`config.mk`:
```
export PLATFORM = sky130hd
export DESIGN_NAME = keypad_digit_buffer
export DESIGN_NICKNAME = d
export VERILOG_FILES = /design/src/rtl/keypad_pkg.sv /design/src/rtl/keypad_cursor_ctr.sv /design/src/rtl/keypad_digit_buffer.sv
export SDC_FILE = /design/constraint.sdc
export NUM_CORES = 1
export LEC_CHECK = 0
export CAP_MARGIN = 15
export CORE_MARGIN = 2
export CORE_UTILIZATION = 34
export DETAILED_ROUTE_END_ITERATION = 16
export GPL_TIMING_DRIVEN = 1
export MAX_ROUTING_LAYER = met4
export PLACE_DENSITY = 0.68
export SKIP_LAST_GASP = 1
export SLEW_MARGIN = 10
export SYNTH_ARGS = -nofsm -noshare
export SYNTH_HDL_FRONTEND = slang
export SYNTH_SLANG_ARGS = --single-unit
export TNS_END_PERCENT = 20
```
`constraint.sdc`:
```
create_clock -name clk -period 3.45 [get_ports clk]
set_clock_uncertainty 0.15 [all_clocks]
set_input_delay 0.69 -clock clk [delete_from_list [all_inputs] [get_ports clk]]
set_output_delay 0.69 -clock clk [all_outputs]
set_load 0.01 [all_outputs]
```
`src/rtl/keypad_pkg.sv`:
```
// Shared definitions for the keypad digit-entry buffer: status encodings and
// default geometry.
package keypad_pkg;

    // Buffer fill status reported on the state output
    localparam logic [1:0] ST_EMPTY   = 2'd0;
    localparam logic [1:0] ST_PARTIAL = 2'd1;
    localparam logic [1:0] ST_FULL    = 2'd2;

    // Default geometry: four hex/BCD digits
    localparam int unsigned DEFAULT_DIGIT_W    = 4;
    localparam int unsigned DEFAULT_NUM_DIGITS = 4;

endpackage

```
`src/rtl/keypad_cursor_ctr.sv`:
```
// Up/down cursor counter for the digit buffer. Priority is clear > down > up.
// WRAP=1 wraps at both ends, WRAP=0 saturates at 0 and NUM_DIGITS-1.
// cursor_next_o exposes the next-state value so the parent can address the
// slot the cursor is about to land on (used by backspace erase).
module keypad_cursor_ctr #(
    parameter int unsigned NUM_DIGITS = 4,
    parameter int unsigned WRAP       = 1
) (
    input  logic                          clk_i,
    input  logic                          rst_ni,
    input  logic                          clr_i,
    input  logic                          dec_i,
    input  logic                          inc_i,
    output logic [$clog2(NUM_DIGITS)-1:0] cursor_o,
    output logic [$clog2(NUM_DIGITS)-1:0] cursor_next_o
);

    localparam int unsigned CW = $clog2(NUM_DIGITS);
    localparam logic [CW-1:0] MaxIdx = CW'(NUM_DIGITS - 1);

    logic [CW-1:0] cursor_q, cursor_d;

    // Next cursor position from the highest-priority active command
    always_comb begin
        cursor_d = cursor_q;
        if (clr_i) begin
            cursor_d = '0;
        end else if (dec_i) begin
            if (cursor_q != '0) begin
                cursor_d = cursor_q - 1'b1;
            end else if (WRAP != 0) begin
                cursor_d = MaxIdx;
            end
        end else if (inc_i) begin
            if (cursor_q != MaxIdx) begin
                cursor_d = cursor_q + 1'b1;
            end else if (WRAP != 0) begin
                cursor_d = '0;
            end
        end
    end

    // Cursor register
    always_ff @(posedge clk_i or negedge rst_ni) begin
        if (!rst_ni) begin
            cursor_q <= '0;
        end else begin
            cursor_q <= cursor_d;
        end
    end

    assign cursor_o      = cursor_q;
    assign cursor_next_o = cursor_d;

endmodule

```
`src/rtl/keypad_digit_buffer.sv`:
```
// Multi-slot keypad digit-entry buffer. Key presses land in the slot under the
// cursor; advance/backspace move it; clear wipes everything. A valid mask
// tracks written slots and drives EMPTY/PARTIAL/FULL status, with a one-cycle
// entry_done pulse on reaching FULL.
// Build option: define KEYPAD_AUTO_ADV_EN to make each key press also advance
// the cursor (press+advance together still moves one step).
module keypad_digit_buffer
    import keypad_pkg::*;
#(
    parameter int unsigned DIGIT_W    = DEFAULT_DIGIT_W,
    parameter int unsigned NUM_DIGITS = DEFAULT_NUM_DIGITS,
    parameter int unsigned WRAP       = 1
) (
    input  logic                            clk,
    input  logic                            rst_n,
    input  logic [DIGIT_W-1:0]              key,
    input  logic                            pressed,
    input  logic                            advance,
    input  logic                            backspace,
    input  logic                            clear,
    output logic [NUM_DIGITS*DIGIT_W-1:0]   digits,
    output logic [NUM_DIGITS-1:0]           valid_mask,
    output logic [$clog2(NUM_DIGITS)-1:0]   cursor,
    output logic [1:0]                      state,
    output logic                            entry_done
);

    localparam int unsigned CW = $clog2(NUM_DIGITS);

    logic [DIGIT_W-1:0]    slot_q [NUM_DIGITS];
    logic [DIGIT_W-1:0]    slot_d [NUM_DIGITS];
    logic [NUM_DIGITS-1:0] mask_q, mask_d;
    logic [1:0]            state_q, state_d;
    logic                  done_q, done_d;
    logic [CW-1:0]         cursor_q, cursor_next;
    logic                  step_fwd;

`ifdef KEYPAD_AUTO_ADV_EN
    assign step_fwd = advance | pressed;
`else
    assign step_fwd = advance;
`endif

    keypad_cursor_ctr #(
        .NUM_DIGITS (NUM_DIGITS),
        .WRAP       (WRAP)
    ) u_cursor (
        .clk_i         (clk),
        .rst_ni        (rst_n),
        .clr_i         (clear),
        .dec_i         (backspace),
        .inc_i         (step_fwd),
        .cursor_o      (cursor_q),
        .cursor_next_o (cursor_next)
    );

    // Slot and mask update; backspace erases the slot the cursor moves onto,
    // a key press writes the slot under the pre-move cursor.
    always_comb begin
        slot_d = slot_q;
        mask_d = mask_q;
        if (clear) begin
            for (int i = 0; i < int'(NUM_DIGITS); i++) begin
                slot_d[i] = '0;
            end
            mask_d = '0;
        end else if (backspace) begin
            slot_d[cursor_next] = '0;
            mask_d[cursor_next] = 1'b0;
        end else if (pressed) begin
            slot_d[cursor_q] = key;
            mask_d[cursor_q] = 1'b1;
        end
    end

    // Status follows the next mask; entry_done fires only on the edge into FULL
    always_comb begin
        if (mask_d == '0) begin
            state_d = ST_EMPTY;
        end else if (&mask_d) begin
            state_d = ST_FULL;
        end else begin
            state_d = ST_PARTIAL;
        end
        done_d = (state_d == ST_FULL) && (state_q != ST_FULL);
    end

    // Storage, mask and status registers
    always_ff @(posedge clk or negedge rst_n) begin
        if (!rst_n) begin
            for (int i = 0; i < int'(NUM_DIGITS); i++) begin
                slot_q[i] <= '0;
            end
            mask_q  <= '0;
            state_q <= ST_EMPTY;
            done_q  <= 1'b0;
        end else begin
            slot_q  <= slot_d;
            mask_q  <= mask_d;
            state_q <= state_d;
            done_q  <= done_d;
        end
    end

    for (genvar i = 0; i < int'(NUM_DIGITS); i++) begin : g_pack
        assign digits[i*DIGIT_W +: DIGIT_W] = slot_q[i];
    end

    assign valid_mask = mask_q;
    assign cursor     = cursor_q;
    assign state      = state_q;
    assign entry_done = done_q;

endmodule
```
Yosys cells after proc, flatten, opt, wreduce, memory -nomap -nowiden. Index checks and enable logic that the tools add are counted.

Output and inout bits: 25. Logic and storage cells: 59. Register bits after elaboration: 25. Input bits: 10.

Add/sub/neg operators: 2. $lt $le $gt $ge: 8. Equal/unequal tests: 3. Bitwise operators: 7. Mux-type cells: 22. Reductions and logical operators: 9.

Operator list (count): $mux 16 (3); $mux 4 (5); $and 16x16->16 (1); $bwmux 16 (1); $demux 4 s2 (2); $not 16->16 (1); $mux 2 (7); $ge 3x3->1 const B (2); $lt 2x3->1 const B (2); $lt 3x1->1 const B (2); $not 2->3 (2); $logic_and 1x1->1 (5); $and 4x4->4 (1); $demux 1 s2 (2); $ge 2x1->1 const B (2); $logic_not 4->1 (1); $ne 2x2->1 const B (2); $not 4->4 (1); $or 4x4->4 (1); $reduce_and 4->1 (1); $reduce_bool 3->1 (1); $add 2x1->2 const B (1); $eq 2x2->1 const B (1); $mux 1 (2); 2 further kinds (2).

Longest topological paths before layout. Gate-level depths: netlist of run 1.

Word-level depth: 18. Gate-level depth with buffers: 6. Depth with buffers taken out: 6.

Cells and area by module. Synthesis of run 1 repeated with hierarchy kept, for this count alone.

Cell total of the unflattened synthesis: 88. Area, all modules: 1096.1 um^2.

Modules (own cells, without submodules): keypad_digit_buffer (times used 1, seq. area each 575.6 um^2, cells an instance 78, area an instance 991.0 um^2); keypad_cursor_ctr (times used 1, seq. area each 50.0 um^2, cells an instance 10, area an instance 105.1 um^2).

Worst setup path after synthesis of run 1. No wires, ideal clock.

Kind: register to register. Start point: register u_cursor.cursor_q[0], in the netlist u_cursor.cursor_o[0]. End point: register done_q, in the netlist entry_done. Stages on the path, launching flop included: 7. Arrival time: 1.722 ns. Data required time: 3.222 ns. Slack: 1.500 ns. Period minus slack after synthesis: 1.950 ns. Path through: dfrtp_1 -> inv_1 -> ha_1 -> nand2b_1 -> o221ai_2 -> nor4_4 -> a21boi_1.

Cells in the longest elaborated chain, start to end: 18.

Ends and longest elaborated chain: from (decl) (RTL line keypad_cursor_ctr.sv:21) `logic [CW-1:0] cursor_q, cursor_d;`; from (signal assigned) (RTL line keypad_cursor_ctr.sv:48) `cursor_q <= cursor_d;`; $add 2x1->2 / $ne 2x2->1 (equally long branches) (RTL line keypad_cursor_ctr.sv:36, keypad_cursor_ctr.sv:35); $mux 2 (RTL line keypad_cursor_ctr.sv:35) `if (cursor_q != MaxIdx) begin`; $mux 2 (RTL line keypad_cursor_ctr.sv:34) `end else if (inc_i) begin`; $mux 2 (RTL line keypad_cursor_ctr.sv:28) `end else if (dec_i) begin`; $mux 2 (RTL line keypad_cursor_ctr.sv:26) `if (clr_i) begin`; $lt 2x3->1 (not written as such) / $ge 2x1->1 (equally long branches) (RTL line keypad_digit_buffer.sv:69) `mask_d[cursor_next] = 1'b0;`; $logic_and 1x1->1 (not written as such) (RTL line keypad_digit_buffer.sv:69); $mux 1 (not written as such) (RTL line keypad_digit_buffer.sv:69); (+4 left out); $mux 4 (*) (RTL line keypad_digit_buffer.sv:62) `if (clear) begin`; $reduce_and 4->1 (RTL line keypad_digit_buffer.sv:80) `end else if (&mask_d) begin`; $mux 2 (RTL line keypad_digit_buffer.sv:80); $mux 2 (*) (RTL line keypad_digit_buffer.sv:78) `if (mask_d == '0) begin`; named net state_d[1] (RTL line keypad_digit_buffer.sv:33) `logic [1:0] state_q, state_d;`; $eq 2x2->1 (*) (RTL line keypad_digit_buffer.sv:85) `done_d = (state_d == ST_FULL) && (state_q != ST_FULL);`; $logic_and 1x1->1 (*) (RTL line keypad_digit_buffer.sv:85); named net done_d (RTL line keypad_digit_buffer.sv:34) `logic done_q, done_d;`; to (signal assigned) (RTL line keypad_digit_buffer.sv:101) `done_q <= done_d;`; to (decl) (RTL line keypad_digit_buffer.sv:34).

The timed path passes the listed nets; every way through them passes the cells marked *. A chain may end at the register's enable or synchronous reset.

Worst setup path after layout of run 1.
Start point: input port backspace. End point: register done_q, in the netlist entry_done.

Cells in the longest elaborated chain, start to end: 15.

Ends and longest elaborated chain: from (decl) (RTL line keypad_digit_buffer.sv:19) `input logic backspace,`; $mux 2 (RTL line keypad_cursor_ctr.sv:28); $mux 2 (RTL line keypad_cursor_ctr.sv:26); $lt 2x3->1 (not written as such) / $ge 2x1->1 (equally long branches) (RTL line keypad_digit_buffer.sv:69); $logic_and 1x1->1 (not written as such) (RTL line keypad_digit_buffer.sv:69); $mux 1 (not written as such) (RTL line keypad_digit_buffer.sv:69); $demux 1 s2 (RTL line keypad_digit_buffer.sv:69); $not 4->4 (no source line); $and 4x4->4 (no source line); $mux 4 (*) (RTL line keypad_digit_buffer.sv:67) `end else if (backspace) begin`; $mux 4 (*) (RTL line keypad_digit_buffer.sv:62); $reduce_and 4->1 (RTL line keypad_digit_buffer.sv:80); $mux 2 (RTL line keypad_digit_buffer.sv:80); $mux 2 (*) (RTL line keypad_digit_buffer.sv:78); named net state_d[1] (RTL line keypad_digit_buffer.sv:33); $eq 2x2->1 (*) (RTL line keypad_digit_buffer.sv:85); $logic_and 1x1->1 (*) (RTL line keypad_digit_buffer.sv:85); named net done_d (RTL line keypad_digit_buffer.sv:34).

Marked as above.

==> impl_metrics.toml, run 1 <==
[outcome]
status = "complete, no violations"

[finish]
drive_gt1_frac = 0.07353
layout_common_cells = "clkdlybuf4s50_1, dfrtp_1, a32o_1"
utilization = 0.4777
nFillCells = 319
fin_nets = 152
layout_commonest_cell = "clkdlybuf4s50_1"
area_growth_pct = 34.96
antennaDiodeCount = 0

[timing]
max_slew_margin = 0.6261
timing.fmax_mhz = 428.3
finalSetupTns_ns = 0
setup_viol = 0
hold_viol = 0
worstMarginPinSlew_ns = 0.5591
min_period_over_period = 0.6767
post-route-min-period_ns = 2.335
maxSlewViolCount = 0
rsz0062_at_grt = "no"

[floorplan]
initial_core_util = 0.3540
die_y_um = 62.94
die_w_um = 62.94
die_area_mm2 = 0.003961
placeableCoreArea_mm2 = 0.003337
io-pin-count = 35
rows = 21

[placement]
place_hpwl_um = 2024
io_buffers = 34
place.gp.congestion = 0.8230

[synthesis]
syn-instance-count = 101
synth_xor_area_frac = 0.007415
synth-seq-cells = 25
synthTopCellsByArea = "dfrtp_1, a32o_1, ha_1, a22o_1, o221ai_2"
postSynthAreaPerCell_um2 = 11.69
ys_warn_count = 0
synth-simple-area-share = 0.1472
synth_mux_area_frac = 0
yosysTopAreaCellShare = 0.5297
netlist_area_mm2 = 0.001181
yosysUniqueCellTypes = 32
synth-async-reset-ratio = 1.000
synth_top_family_by_area = "compound AO/OA/AOI/OAI gates"
synth-adder-area-share = 0.05297
seq_area_frac_synth = 0.5297
synth_edf_count = 0
synth_compound_area_frac = 0.2182
ys.flop_type = "dfrtp_1"
syn-num-nets = 116
post-synth-top-area-cell = "dfrtp_1"

[setup_path]
arrival_ns = 2.45
end_kind = "flop"
startpoint_type = "primary input"
cp_max_fo = 19
cp.required_ns = 3.57
critical_path_class = "in2reg"

[pwr]
seq_power_share = 0.550
p_leak_uw = 0.0007228
pwr_density_cell_mw_per_mm2 = 359.8
irDropWorstVdd_mv = 0.1050
intPower_uw = 405.5
pwr-share-clk = 0.238
switchingPower_uw = 168.1
p_comb_frac = 0.211
switching_share = 0.2931

[routing]
finalWirelength_um = 2636
ant_nets = 0
drtIter0Drc = 45
wl_per_cell_um = 14.48
num_vias = 947
routed_via_density = 5.203
drc_errors = 0
dr.pass1.iters = 4

[grt]
antenna_found_initial = 0
grt_max_degree = 26
grt_first_pass_wirelength_um = 4526
grt-ovfl-total = 0
grt_pass1_vias = 923
grt_use_total = 0.1500

[clock_network]
cts_root_buffer = "clkbuf_4"
holdBufCountCts = 0
clkTransAtPathRegs_ns = 0.14
cts_tree = "done"
cts-resized-gates = 0
h-tree-depth = 1
cts_buffer_depth = 2
clk_latency_ns = 0.32
numClockSinks = 25
cts_buffers = 3
cts_setup_buffers = 0

[flow_run]
drv_cap = 0

[min_path]
hp-class = "reg2reg"
## per-layer routing
metal  vias up  share of wire  GRT usage
met1       466           0.44     0.1844
met2        24           0.50     0.2434
met3         5          0.038    0.02342
li1        452              -          -
met4         0          0.021    0.06667
met5         -              0          -
## kinds of logic after synthesis
logic type | count (synthesis)
compound gates | 30
xor+xnor | 1
fa+ha+maj | 5
buf+inv | 12
flops | 25
simple gates | 28
## stage by stage
| step | setup slack (ns) | std cells | total power, µW | hold slack [ns] | area, µm² |
|---|---|---|---|---|---|
| after floorplan | 1.500 | 101 | 383.7 | 0.2444 | 1181 |
| after CTS | 1.134 | 182 | 579.2 | 0.3116 | 1594 |
| final | 1.115 | 182 | 573.6 | 0.3065 | 1594 |
| after global routing | 0.9947 | 182 | 605.2 | 0.3350 | 1594 |
| after global placement | 0.8279 | 178 | 441.3 | 0.2834 | 1564 |
| after detailed placement | 0.7835 | 178 | 443.5 | 0.2976 | 1564 |
## power by group through the flow
stage | logic, µW | clock network, µW | registers [µW]
after floorplan | 57.8 | 0 | 326
after global placement | 120 | 0 | 321
after detailed placement | 122 | 0 | 322
after CTS | 122 | 141 | 316
after global routing | 134 | 153 | 319
final | 121 | 137 | 316
## final timing paths
| kind | start | end | slack, ns | cells past startpoint |
|---|---|---|---|---|
| min | state[1] | entry_done | 0.31 | 1 |
| max | backspace | entry_done | 1.12 | 5 |
| min reg2reg | state[1] | entry_done | 0.31 | 1 |
| min in group asynchronous | rst_n | digits[15] | 0.55 | 2 |
| max reg2reg | u_cursor.cursor_o[0] | entry_done | 1.33 | 6 |
| max in group asynchronous | rst_n | valid_mask[0] | 2.36 | 2 |
## flip-flops by register name, indices dropped and copies added, names as in the netlist
signal             count
u_cursor.cursor_o      2
valid_mask             4
state                  2
digits                16
entry_done             1
## worst max-delay path, stage by stage
cell and delay [ns]:
clkdlybuf4s50_1 0.70, nand2b_1 0.36, o221ai_2 0.18, nor4_4 0.34
a21boi_1 0.19
## cell usage after synthesis, drive strengths merged (2+ instances only)
cell / n
dfrtp: 25
a32o: 8
inv: 8
nand2: 6
ha: 5
nor2: 5
a22o: 4
and3b: 4
o21ai: 4
o221ai: 4
a22oi: 3
clkbuf: 3
nor3: 3
a211oi: 2
and2b: 2
nand2b: 2
## final cells by class
| cell class | count | area (µm²) | area share |
|---|---|---|---|
| Clock buffer | 3 | 22.52 | 0.01413 |
| Clock inverter | 1 | 7.507 | 0.004710 |
| Inverter | 8 | 30.03 | 0.01884 |
| Multi-Input combinational cell | 64 | 503.0 | 0.3155 |
| Sequential cell | 25 | 625.6 | 0.3925 |
| Tap cell | 46 | 57.56 | 0.03611 |
| Timing Repair Buffer | 35 | 347.8 | 0.2182 |
No activity file was read; power rests on OpenSTA's default activity.
==> run 2, diff against run 1 <==
--- a/config.mk
+++ b/config.mk
@@ -11,7 +11,7 @@
 export DETAILED_ROUTE_END_ITERATION = 16
 export GPL_TIMING_DRIVEN = 1
 export MAX_ROUTING_LAYER = met4
-export PLACE_DENSITY = 0.68
+export PLACE_DENSITY = 0.7
 export SKIP_LAST_GASP = 1
 export SLEW_MARGIN = 10
 export SYNTH_ARGS = -nofsm -noshare
==> constraint.sdc (replaced) <==
create_clock -name clk -period 2.1 [get_ports clk]
set_clock_uncertainty 0.15 [all_clocks]
set_input_delay 0.42 -clock clk [delete_from_list [all_inputs] [get_ports clk]]
set_output_delay 0.42 -clock clk [all_outputs]
set_load 0.01 [all_outputs]
==> impl_metrics.toml, run 2 (synthesized netlist as in run 1, its figures left out) <==
[outcome]
status = "complete, no violations"

[pwr]
pwr_density_cell_mw_per_mm2 = 568.8
p_comb_frac = 0.238
finalPower_uw = 950.7
seq_power_share = 0.543
intPower_uw = 681.3
p_leak_uw = 0.0007744
switching_share = 0.2834
switchingPower_uw = 269.5
pwr-share-clk = 0.220
irDropWorstVdd_mv = 0.2911

[finish]
layout.cells.non_filler = 192
final_cell_area_mm2 = 0.001672
layout_common_cells = "clkdlybuf4s50_1, dfrtp_1, buf_4"
largest_register_ffs = 16
antennaDiodeCount = 0
nFillCells = 306
multi_input_area_um2 = 508.0
layout_commonest_cell = "clkdlybuf4s50_1"
fin_nets = 162
seq_area_um2 = 625.6
area_growth_pct = 41.53
drive_gt1_frac = 0.1438

[placement]
placed_cells = 188
post_dp_cell_area_mm2 = 0.001639
place.gp.congestion = 0.7862
dpl_worst_slack_ns = -0.07040
io_buffers = 34
place_hpwl_um = 2242

[grt]
antenna_found_initial = 0
grt_max_degree = 26
grt_use_total = 0.1568
grt_pass1_vias = 1005
grt-ovfl-total = 0
grt_first_pass_wirelength_um = 4774

[clock_network]
clk_latency_ns = 0.31
h-tree-depth = 1
numClockSinks = 25
cts_root_buffer = "clkbuf_4"
cts-resized-gates = 0
cts_tree = "done"
holdBufCountCts = 0
cts_buffers = 3
cts_setup_buffers = 0
cts_buffer_depth = 2
clkTransAtPathRegs_ns = 0.13

[timing]
min_period_over_period = 0.9814
timing.fmax_mhz = 485.2
setup_viol = 0
worstMarginPinSlew_ns = 0.5056
rsz0062_at_grt = "yes"
post-route-min-period_ns = 2.061
setup_ws_ns = 0.03906
max_slew_margin = 0.6604
hold_viol = 0
maxSlewViolCount = 0

[floorplan]
initial_core_util = 0.3540
placeableCoreArea_mm2 = 0.003337
io-pin-count = 35
die_w_um = 62.94
rows = 21
die_area_mm2 = 0.003961
die_y_um = 62.94

[setup_path]
end_kind = "flop"
arrival_ns = 2.17
startpoint_type = "flop"
reg2reg_from = "u_cursor.cursor_o[1]"
cp_max_fo = 4
r2r_cells = 7
r2r_slack_ns = 0.04
critical_path_class = "reg2reg"
worstReg2RegEnd = "digits[8]"
cp.required_ns = 2.20

[routing]
routed_via_density = 5.109
finalWirelength_um = 2823
ant_nets = 0
wl_per_cell_um = 14.70
drtIter0Drc = 43
drc_errors = 0
dr.pass1.iters = 4
num_vias = 981

[flow_run]
drv_cap = 0

[min_path]
hp-class = "in2async"
-- run 2: through the flow --
step | utilization | TNS [ns] | hold WS, ns
after floorplan | - | 0 | -0.02559
after global placement | 0.4912 | -0.006871 | 0.2925
after detailed placement | 0.4912 | -0.5671 | 0.3103
after CTS | 0.4994 | 0 | 0.3032
after global routing | 0.5009 | -0.4368 | 0.2966
final | 0.5009 | 0 | 0.3017
-- run 2: final cells by class --
type,instances,area share
Multi-Input combinational cell,64,0.3039
Clock buffer,3,0.01347
Timing Repair Buffer,45,0.2530
Tap cell,46,0.03443
Inverter,8,0.01796
Clock inverter,1,0.002994
Sequential cell,25,0.3743
-- run 2: per-layer routing --
layer,GRT usage,vias to the layer above,share of wire
li1,-,468,-
met4,0.05000,0,0.018
met3,0.02883,6,0.051
met5,-,-,0
met1,0.2032,475,0.45
met2,0.2487,32,0.48
-- run 2: critical path, stage by stage, from the launching register on --
cell and delay [ns]:
dfrtp_1 0.42, inv_1 0.10, ha_1 0.35, nand2b_1 0.20, buf_4 0.15, nor2_1 0.03
nor3_1 0.40, a32o_1 0.20
-- run 2: worst max path at each step --
| stage | to | start | slack, ns |
|---|---|---|---|
| floorplan | entry_done | u_cursor.cursor_o[0] | 0.15 |
| global placement | entry_done | backspace | -0.007 |
| detailed placement | entry_done | backspace | -0.07 |
| CTS | digits[8] | u_cursor.cursor_o[1] | 0.04 |
| global route | digits[9] | u_cursor.cursor_o[1] | -0.11 |
| finish | digits[8] | u_cursor.cursor_o[1] | 0.04 |
-- run 2: power groups by stage --
stage	Clock [µW]	Combinational, µW	Sequential, µW
after floorplan	0	95.0	535
after global placement	0	219	525
after detailed placement	0	225	525
after CTS	220	227	516
after global routing	246	248	519
final	209	226	516
